[config.mk]
export PLATFORM = sky130hd
export DESIGN_NAME = fpu_fma_sched
export DESIGN_NICKNAME = d
export VERILOG_FILES = /design/src/rtl/fpu_fma_pkg.sv /design/src/rtl/fma_inflight_tracker.sv /design/src/rtl/fpu_fma_sched.sv
export SDC_FILE = /design/constraint.sdc
export NUM_CORES = 1
export LEC_CHECK = 0
export BUFFER_PORTS_ARGS = -buffer_cell sky130_fd_sc_hd__clkbuf_2
export CORE_AREA = 2 2 180 182
export DETAILED_ROUTE_END_ITERATION = 8
export DIE_AREA = 0 0 182 184
export HOLD_SLACK_MARGIN = 0.03
export SYNTH_ARGS = -nofsm -noshare
export SYNTH_HDL_FRONTEND = slang
export SYNTH_HIERARCHICAL = 1
export SYNTH_SLANG_ARGS = --single-unit
export TNS_END_PERCENT = 5
[constraint.sdc]
create_clock -name clock -period 3.05 [get_ports clock]
set_clock_uncertainty 0.15 [all_clocks]
set_input_delay 0.1525 -clock clock [delete_from_list [all_inputs] [get_ports clock]]
set_output_delay 0.1525 -clock clock [all_outputs]
set_load 0.01 [all_outputs]
[src/rtl/fpu_fma_pkg.sv]
// Shared encodings and types for the FMA scheduler: recoded operand widths,
// rounding modes, FMA commands and the in-flight tracker entry layout.
package fpu_fma_pkg;
  localparam int FLEN_REC  = 33;
  localparam int EXC_W     = 5;
  localparam int NUM_REQ   = 2;
  localparam int TAG_W_DEF = 5;

  localparam logic [2:0] RM_RNE = 3'b000;
  localparam logic [2:0] RM_RTZ = 3'b001;
  localparam logic [2:0] RM_RDN = 3'b010;
  localparam logic [2:0] RM_RUP = 3'b011;
  localparam logic [2:0] RM_RMM = 3'b100;
  localparam logic [2:0] RM_DYN = 3'b111;

  localparam logic [1:0] FMA_CMD_MADD  = 2'b00;
  localparam logic [1:0] FMA_CMD_MSUB  = 2'b01;
  localparam logic [1:0] FMA_CMD_NMSUB = 2'b10;
  localparam logic [1:0] FMA_CMD_NMADD = 2'b11;

  typedef struct packed {
    logic                 v;
    logic                 id;
    logic [TAG_W_DEF-1:0] tag;
  } trk_entry_t;

  // DYN defers to fcsr.frm; reserved encodings (5,6) pass through untouched.
  function automatic logic [2:0] resolve_rm(input logic [2:0] rm, input logic [2:0] frm);
    return (rm == RM_DYN) ? frm : rm;
  endfunction
endpackage

[src/rtl/fma_inflight_tracker.sv]
// Tracks ops across the fixed FMA latency; the head stage lines up with the
// pipe's result outputs. Flush masks entries of a requester combinationally.
module fma_inflight_tracker
  import fpu_fma_pkg::*;
#(
  parameter int LATENCY = 3,
  parameter int TAG_W   = 5
) (
  input  logic             clock,
  input  logic             reset,
  input  logic             in_v,
  input  logic             in_id,
  input  logic [TAG_W-1:0] in_tag,
  input  logic [1:0]       flush,
  output logic             head_v,
  output logic             head_id,
  output logic [TAG_W-1:0] head_tag,
  output logic             busy
);
  logic [LATENCY-1:0]            vld_pipe;
  logic [LATENCY-1:0]            vld_live;
  logic [LATENCY-1:0]            id_pipe;
  logic [LATENCY-1:0][TAG_W-1:0] tag_pipe;

  always_comb begin
    vld_live = '0;
    for (int k = 0; k < LATENCY; k++)
      vld_live[k] = vld_pipe[k] & ~flush[id_pipe[k]];
  end

  // Stage k holds an op issued k+1 cycles ago, so stage LATENCY-1 meets fma_out.
  always_ff @(posedge clock or negedge reset) begin
    if (!reset) begin
      vld_pipe <= '0;
      id_pipe  <= '0;
      tag_pipe <= '0;
    end else begin
      vld_pipe[0] <= in_v & ~flush[in_id];
      id_pipe[0]  <= in_id;
      tag_pipe[0] <= in_tag;
      for (int k = 1; k < LATENCY; k++) begin
        vld_pipe[k] <= vld_live[k-1];
        id_pipe[k]  <= id_pipe[k-1];
        tag_pipe[k] <= tag_pipe[k-1];
      end
    end
  end

  assign head_v   = vld_live[LATENCY-1];
  assign head_id  = id_pipe[LATENCY-1];
  assign head_tag = tag_pipe[LATENCY-1];
  assign busy     = |vld_pipe;
endmodule

[src/rtl/fpu_fma_sched.sv]
// Round-robin two-requester issue scheduler in front of the SP FMA pipe, with
// dynamic rounding resolution, result steering by tag and per-requester flush.
module fpu_fma_sched
  import fpu_fma_pkg::*;
#(
  parameter int LATENCY = 3,
  parameter int TAG_W   = 5
) (
  input  logic                clock,
  input  logic                reset,
  input  logic [2:0]          frm,
  input  logic                hold,
  input  logic                req0_valid,
  output logic                req0_ready,
  input  logic                req0_ren3,
  input  logic                req0_swap23,
  input  logic [2:0]          req0_rm,
  input  logic [1:0]          req0_fmaCmd,
  input  logic [FLEN_REC-1:0] req0_in1,
  input  logic [FLEN_REC-1:0] req0_in2,
  input  logic [FLEN_REC-1:0] req0_in3,
  input  logic [TAG_W-1:0]    req0_tag,
  input  logic                req1_valid,
  output logic                req1_ready,
  input  logic                req1_ren3,
  input  logic                req1_swap23,
  input  logic [2:0]          req1_rm,
  input  logic [1:0]          req1_fmaCmd,
  input  logic [FLEN_REC-1:0] req1_in1,
  input  logic [FLEN_REC-1:0] req1_in2,
  input  logic [FLEN_REC-1:0] req1_in3,
  input  logic [TAG_W-1:0]    req1_tag,
  input  logic                flush0,
  input  logic                flush1,
  output logic                fma_in_valid,
  output logic                fma_in_ren3,
  output logic                fma_in_swap23,
  output logic [2:0]          fma_in_rm,
  output logic [1:0]          fma_in_fmaCmd,
  output logic [FLEN_REC-1:0] fma_in_in1,
  output logic [FLEN_REC-1:0] fma_in_in2,
  output logic [FLEN_REC-1:0] fma_in_in3,
  input  logic [FLEN_REC-1:0] fma_out_data,
  input  logic [EXC_W-1:0]    fma_out_exc,
  output logic                resp0_valid,
  output logic [TAG_W-1:0]    resp0_tag,
  output logic [FLEN_REC-1:0] resp0_data,
  output logic [EXC_W-1:0]    resp0_exc,
  output logic                resp1_valid,
  output logic [TAG_W-1:0]    resp1_tag,
  output logic [FLEN_REC-1:0] resp1_data,
  output logic [EXC_W-1:0]    resp1_exc,
  output logic                busy
);
  logic             ptr;
  logic             elig0, elig1;
  logic             grant0, grant1;
  logic [TAG_W-1:0] gnt_tag;
  logic             head_v, head_id;
  logic [TAG_W-1:0] head_tag;

  // Reset gates eligibility so ready/issue stay low while reset is held.
  assign elig0  = reset & req0_valid & ~flush0 & ~hold;
  assign elig1  = reset & req1_valid & ~flush1 & ~hold;
  assign grant0 = elig0 & (~elig1 | ~ptr);
  assign grant1 = elig1 & (~elig0 |  ptr);

  assign req0_ready   = grant0;
  assign req1_ready   = grant1;
  assign fma_in_valid = grant0 | grant1;

  always_ff @(posedge clock or negedge reset) begin
    if (!reset)                ptr <= 1'b0;
    else if (grant0 | grant1)  ptr <= ~grant1;
  end

  // Without a grant the fields follow requester 0.
  always_comb begin
    fma_in_ren3   = req0_ren3;
    fma_in_swap23 = req0_swap23;
    fma_in_rm     = resolve_rm(req0_rm, frm);
    fma_in_fmaCmd = req0_fmaCmd;
    fma_in_in1    = req0_in1;
    fma_in_in2    = req0_in2;
    fma_in_in3    = req0_in3;
    gnt_tag       = req0_tag;
    if (grant1) begin
      fma_in_ren3   = req1_ren3;
      fma_in_swap23 = req1_swap23;
      fma_in_rm     = resolve_rm(req1_rm, frm);
      fma_in_fmaCmd = req1_fmaCmd;
      fma_in_in1    = req1_in1;
      fma_in_in2    = req1_in2;
      fma_in_in3    = req1_in3;
      gnt_tag       = req1_tag;
    end
  end

  fma_inflight_tracker #(.LATENCY(LATENCY), .TAG_W(TAG_W)) u_trk (
    .clock    (clock),
    .reset    (reset),
    .in_v     (fma_in_valid),
    .in_id    (grant1),
    .in_tag   (gnt_tag),
    .flush    ({flush1, flush0}),
    .head_v   (head_v),
    .head_id  (head_id),
    .head_tag (head_tag),
    .busy     (busy)
  );

  assign resp0_valid = head_v & ~head_id;
  assign resp1_valid = head_v &  head_id;
  assign resp0_tag   = head_tag;
  assign resp1_tag   = head_tag;
  assign resp0_data  = fma_out_data;
  assign resp1_data  = fma_out_data;
  assign resp0_exc   = fma_out_exc;
  assign resp1_exc   = fma_out_exc;
endmodule

==> flow_metrics.env <==
export IMPL_cts_resized=0
export IMPL_die_w_um=182
export IMPL_power_total_uw=1200
export IMPL_numCtsBuffers=3
export IMPL_fp_dieH_um=184
export IMPL_grt_pass1_vias=2879
export IMPL_intPower_uw=879
export IMPL_synth_distinct_cells=18
export IMPL_drt_pass1_iter_count=4
export IMPL_clk_pin_slew_ns=0.06
export IMPL_port_buffers=353
export IMPL_drtIter0Drc=63
export IMPL_hold_viol_final=0
export IMPL_start_kind="input port"
export IMPL_path_max_fanout=39
export IMPL_status="finished clean"
export IMPL_grt_pass1_wl_um=16300
export IMPL_clock_latency_ns=0.25
export IMPL_start_util_pct=10.0
export IMPL_ant_nets=0
export IMPL_rsz0062_at_grt="no"
export IMPL_seq_area_frac_synth_pct=17.5
export IMPL_drive_gt1_share_pct=88.2
export IMPL_dr_total_vias=2972
export IMPL_post_cts_buffers=0
export IMPL_fin_crit_sh_pct=88.8
export IMPL_drv_slew=0
export IMPL_avgRoutedWirePerCell_um=13.2
export IMPL_maxCapViolations=0
export IMPL_drc=0
export IMPL_sequentialPowerShare_pct=26.8
export IMPL_use_met1_pct=7.02
export IMPL_p_per_area_nw_per_um2=245
export IMPL_tns_ns=0
export IMPL_layout_nets=814
export IMPL_hold_class="in2reg"
export IMPL_cts_sinks=22
export IMPL_core_um2=31400
export IMPL_place_gp_congestion=0.738
export IMPL_grt_max_degree=40
export IMPL_syn_avg_cell_area_um2=12.0
export IMPL_antennaDiodeCount=0
export IMPL_fill_cells=3542
export IMPL_post_route_min_period_ns=2.71
export IMPL_worstMarginPinSlew_ns=0.531
export IMPL_via_per_inst=3.14
export IMPL_area_growth_pct=55.1
export IMPL_hpwl_um=11000
export IMPL_cts_tree="yes"
export IMPL_multi_input_area_um2=1750
export IMPL_ys_seq_elements=22
export IMPL_grt_busiest_layer="met2"
export IMPL_switching_share_pct=26.5
export IMPL_clockBufferDepth=2
export IMPL_met3_usage_pct=3.35
export IMPL_track_usage_pct=6.32
export IMPL_crit_type="in2reg"
export IMPL_p_switching_uw=317
export IMPL_met2_usage_pct=11.0
export IMPL_overflow=0
export IMPL_ctsRootBufferMaster="clkbuf_16"
export IMPL_setup_violations_final=0
export IMPL_synth_cells=263
export IMPL_synth_cell_area_um2=3150
export IMPL_cts_max_level=1
export IMPL_die_area_um2=33500
export IMPL_num_rows=65
export IMPL_clkPwrFrac_pct=29.9
export IMPL_arrival_ns=2.69
export IMPL_critical_path_required_ns=3.03
export IMPL_ioPinCount=468
export IMPL_comb_power_share_pct=43.4
export IMPL_antenna_found_initial=2
export IMPL_leakagePower_uw=0.00263
export IMPL_crit_path_end_kind="flip-flop"
export IMPL_synth_warning_count=6
export IMPL_relSlewSlack_pct=64.5
export IMPL_final_seq_area_um2=551
export IMPL_synth_nets=533
export IMPL_max_freq_ghz=0.369
export IMPL_ir_drop_v=0.000303
export IMPL_wirelength_um=12500
[cells in the final DEF (no fill, tap or decap)]
master / count
nand4bb_4: 1
mux2_2: 32
or3_1: 1
and2_2: 1
inv_1: 1
nor2b_1: 1
buf_12: 2
bufinv_16: 1
nand2_1: 8
nand4bb_1: 1
a21oi_1: 1
clkbuf_16: 3
mux2_4: 76
dlygate4sd3_1: 11
mux2i_1: 7
dfrtp_1: 22
nor2_4: 1
nor3b_2: 1
buf_4: 8
and2_1: 4
clkbuf_2: 353
o21ai_0: 7
[critical path: stages]
cell	delay, ns
dlygate4sd3_1	0.52
clkbuf_2	0.15
nand4bb_4	0.15
nor2_4	0.47
buf_12	0.30
mux2_2	0.37
dlygate4sd3_1	0.56
[final cells by class]
class / count / share of cell area, %
clock buffers: 3 / 1.54
clock inverters: 1 / 0.614
inverters: 1 / 0.0768
multi-input cells: 142 / 35.8
flip-flops and latches: 22 / 11.3
well taps: 402 / 10.3
repair buffers: 374 / 40.4
[synthesized netlist by cell type (all sizes together)]
master | count | share of area, %
nor2 | 1 | 0.36
nor3b | 1 | 0.40
mux2i | 7 | 2.2
or3 | 1 | 0.20
and2 | 5 | 1.0
mux2 | 108 | 48
buf | 98 | 27
inv | 1 | 0.12
o21ai | 7 | 1.1
nor2b | 1 | 0.20
a21oi | 1 | 0.16
nand4bb | 2 | 1.2
dfrtp | 22 | 17
nand2 | 8 | 0.95
[power groups by stage]
stage                     clock network (µW)  logic, µW  registers (µW)
final                                    357        519             320
after global routing                     386        560             321
after CTS                                369        528             320
after detailed placement                   0        514             325
after global placement                     0        505             325
after floorplan                            0        357             321
[cell families (layout without fill, tap and decap cells)]
family	Yosys count	after routing	share of synthesized area, %
flip-flops	22	22	17.5
multiplexers	115	115	49.9
buffers and inverters	99	379	27.0
AO/OA/AOI/OAI	8	8	1.27
AND/OR/NAND/NOR	19	19	4.37
[sequential cells by signal (all words and copies together), names as in the netlist]
signal and flops:
u_trk/id_pipe 3, ptr 1, u_trk/vld_pipe 3, u_trk/head_tag 5, u_trk/tag_pipe 10
[through the flow]
stage	hold WS, ns	util [%]	setup WS, ns	area [µm²]	cells
after floorplan	-0.293	-	1.46	3150	263
after global placement	0.0482	14.9	0.892	4670	930
after detailed placement	0.0684	14.9	0.806	4670	930
after CTS	0.130	15.6	0.247	4890	945
after global routing	0.155	15.6	0.206	4890	945
final	0.135	15.6	0.341	4890	945
[metal layers]
layer / share of wire [%] / up-vias
met4: 0.35 / 6
met1: 36 / 1317
met3: 14 / 10
met5: 0.59 / -
li1: - / 1379
met2: 50 / 260
[worst paths after layout]
check / to / slack [ns] / startpoint / cells past startpoint
worst max-delay path: u_trk/tag_pipe[2] / 0.34 / reset / 7
worst min-delay path: ptr / 0.14 / req0_valid / 3
worst max register to register: u_trk/tag_pipe[2] / 0.65 / ptr / 5
worst min register to register: u_trk/tag_pipe[6] / 0.20 / u_trk/tag_pipe[1] / 0
max in group asynchronous: u_trk/head_tag[0] / 2.19 / reset / 3
min in group asynchronous: ptr / 0.33 / reset / 3
[what timing repair did]
action	CTS	global route
setup endpoints to repair	0	0
hold buffers	11	0
hold endpoints to repair	27	0
Power figures use the tool's default switching activity.
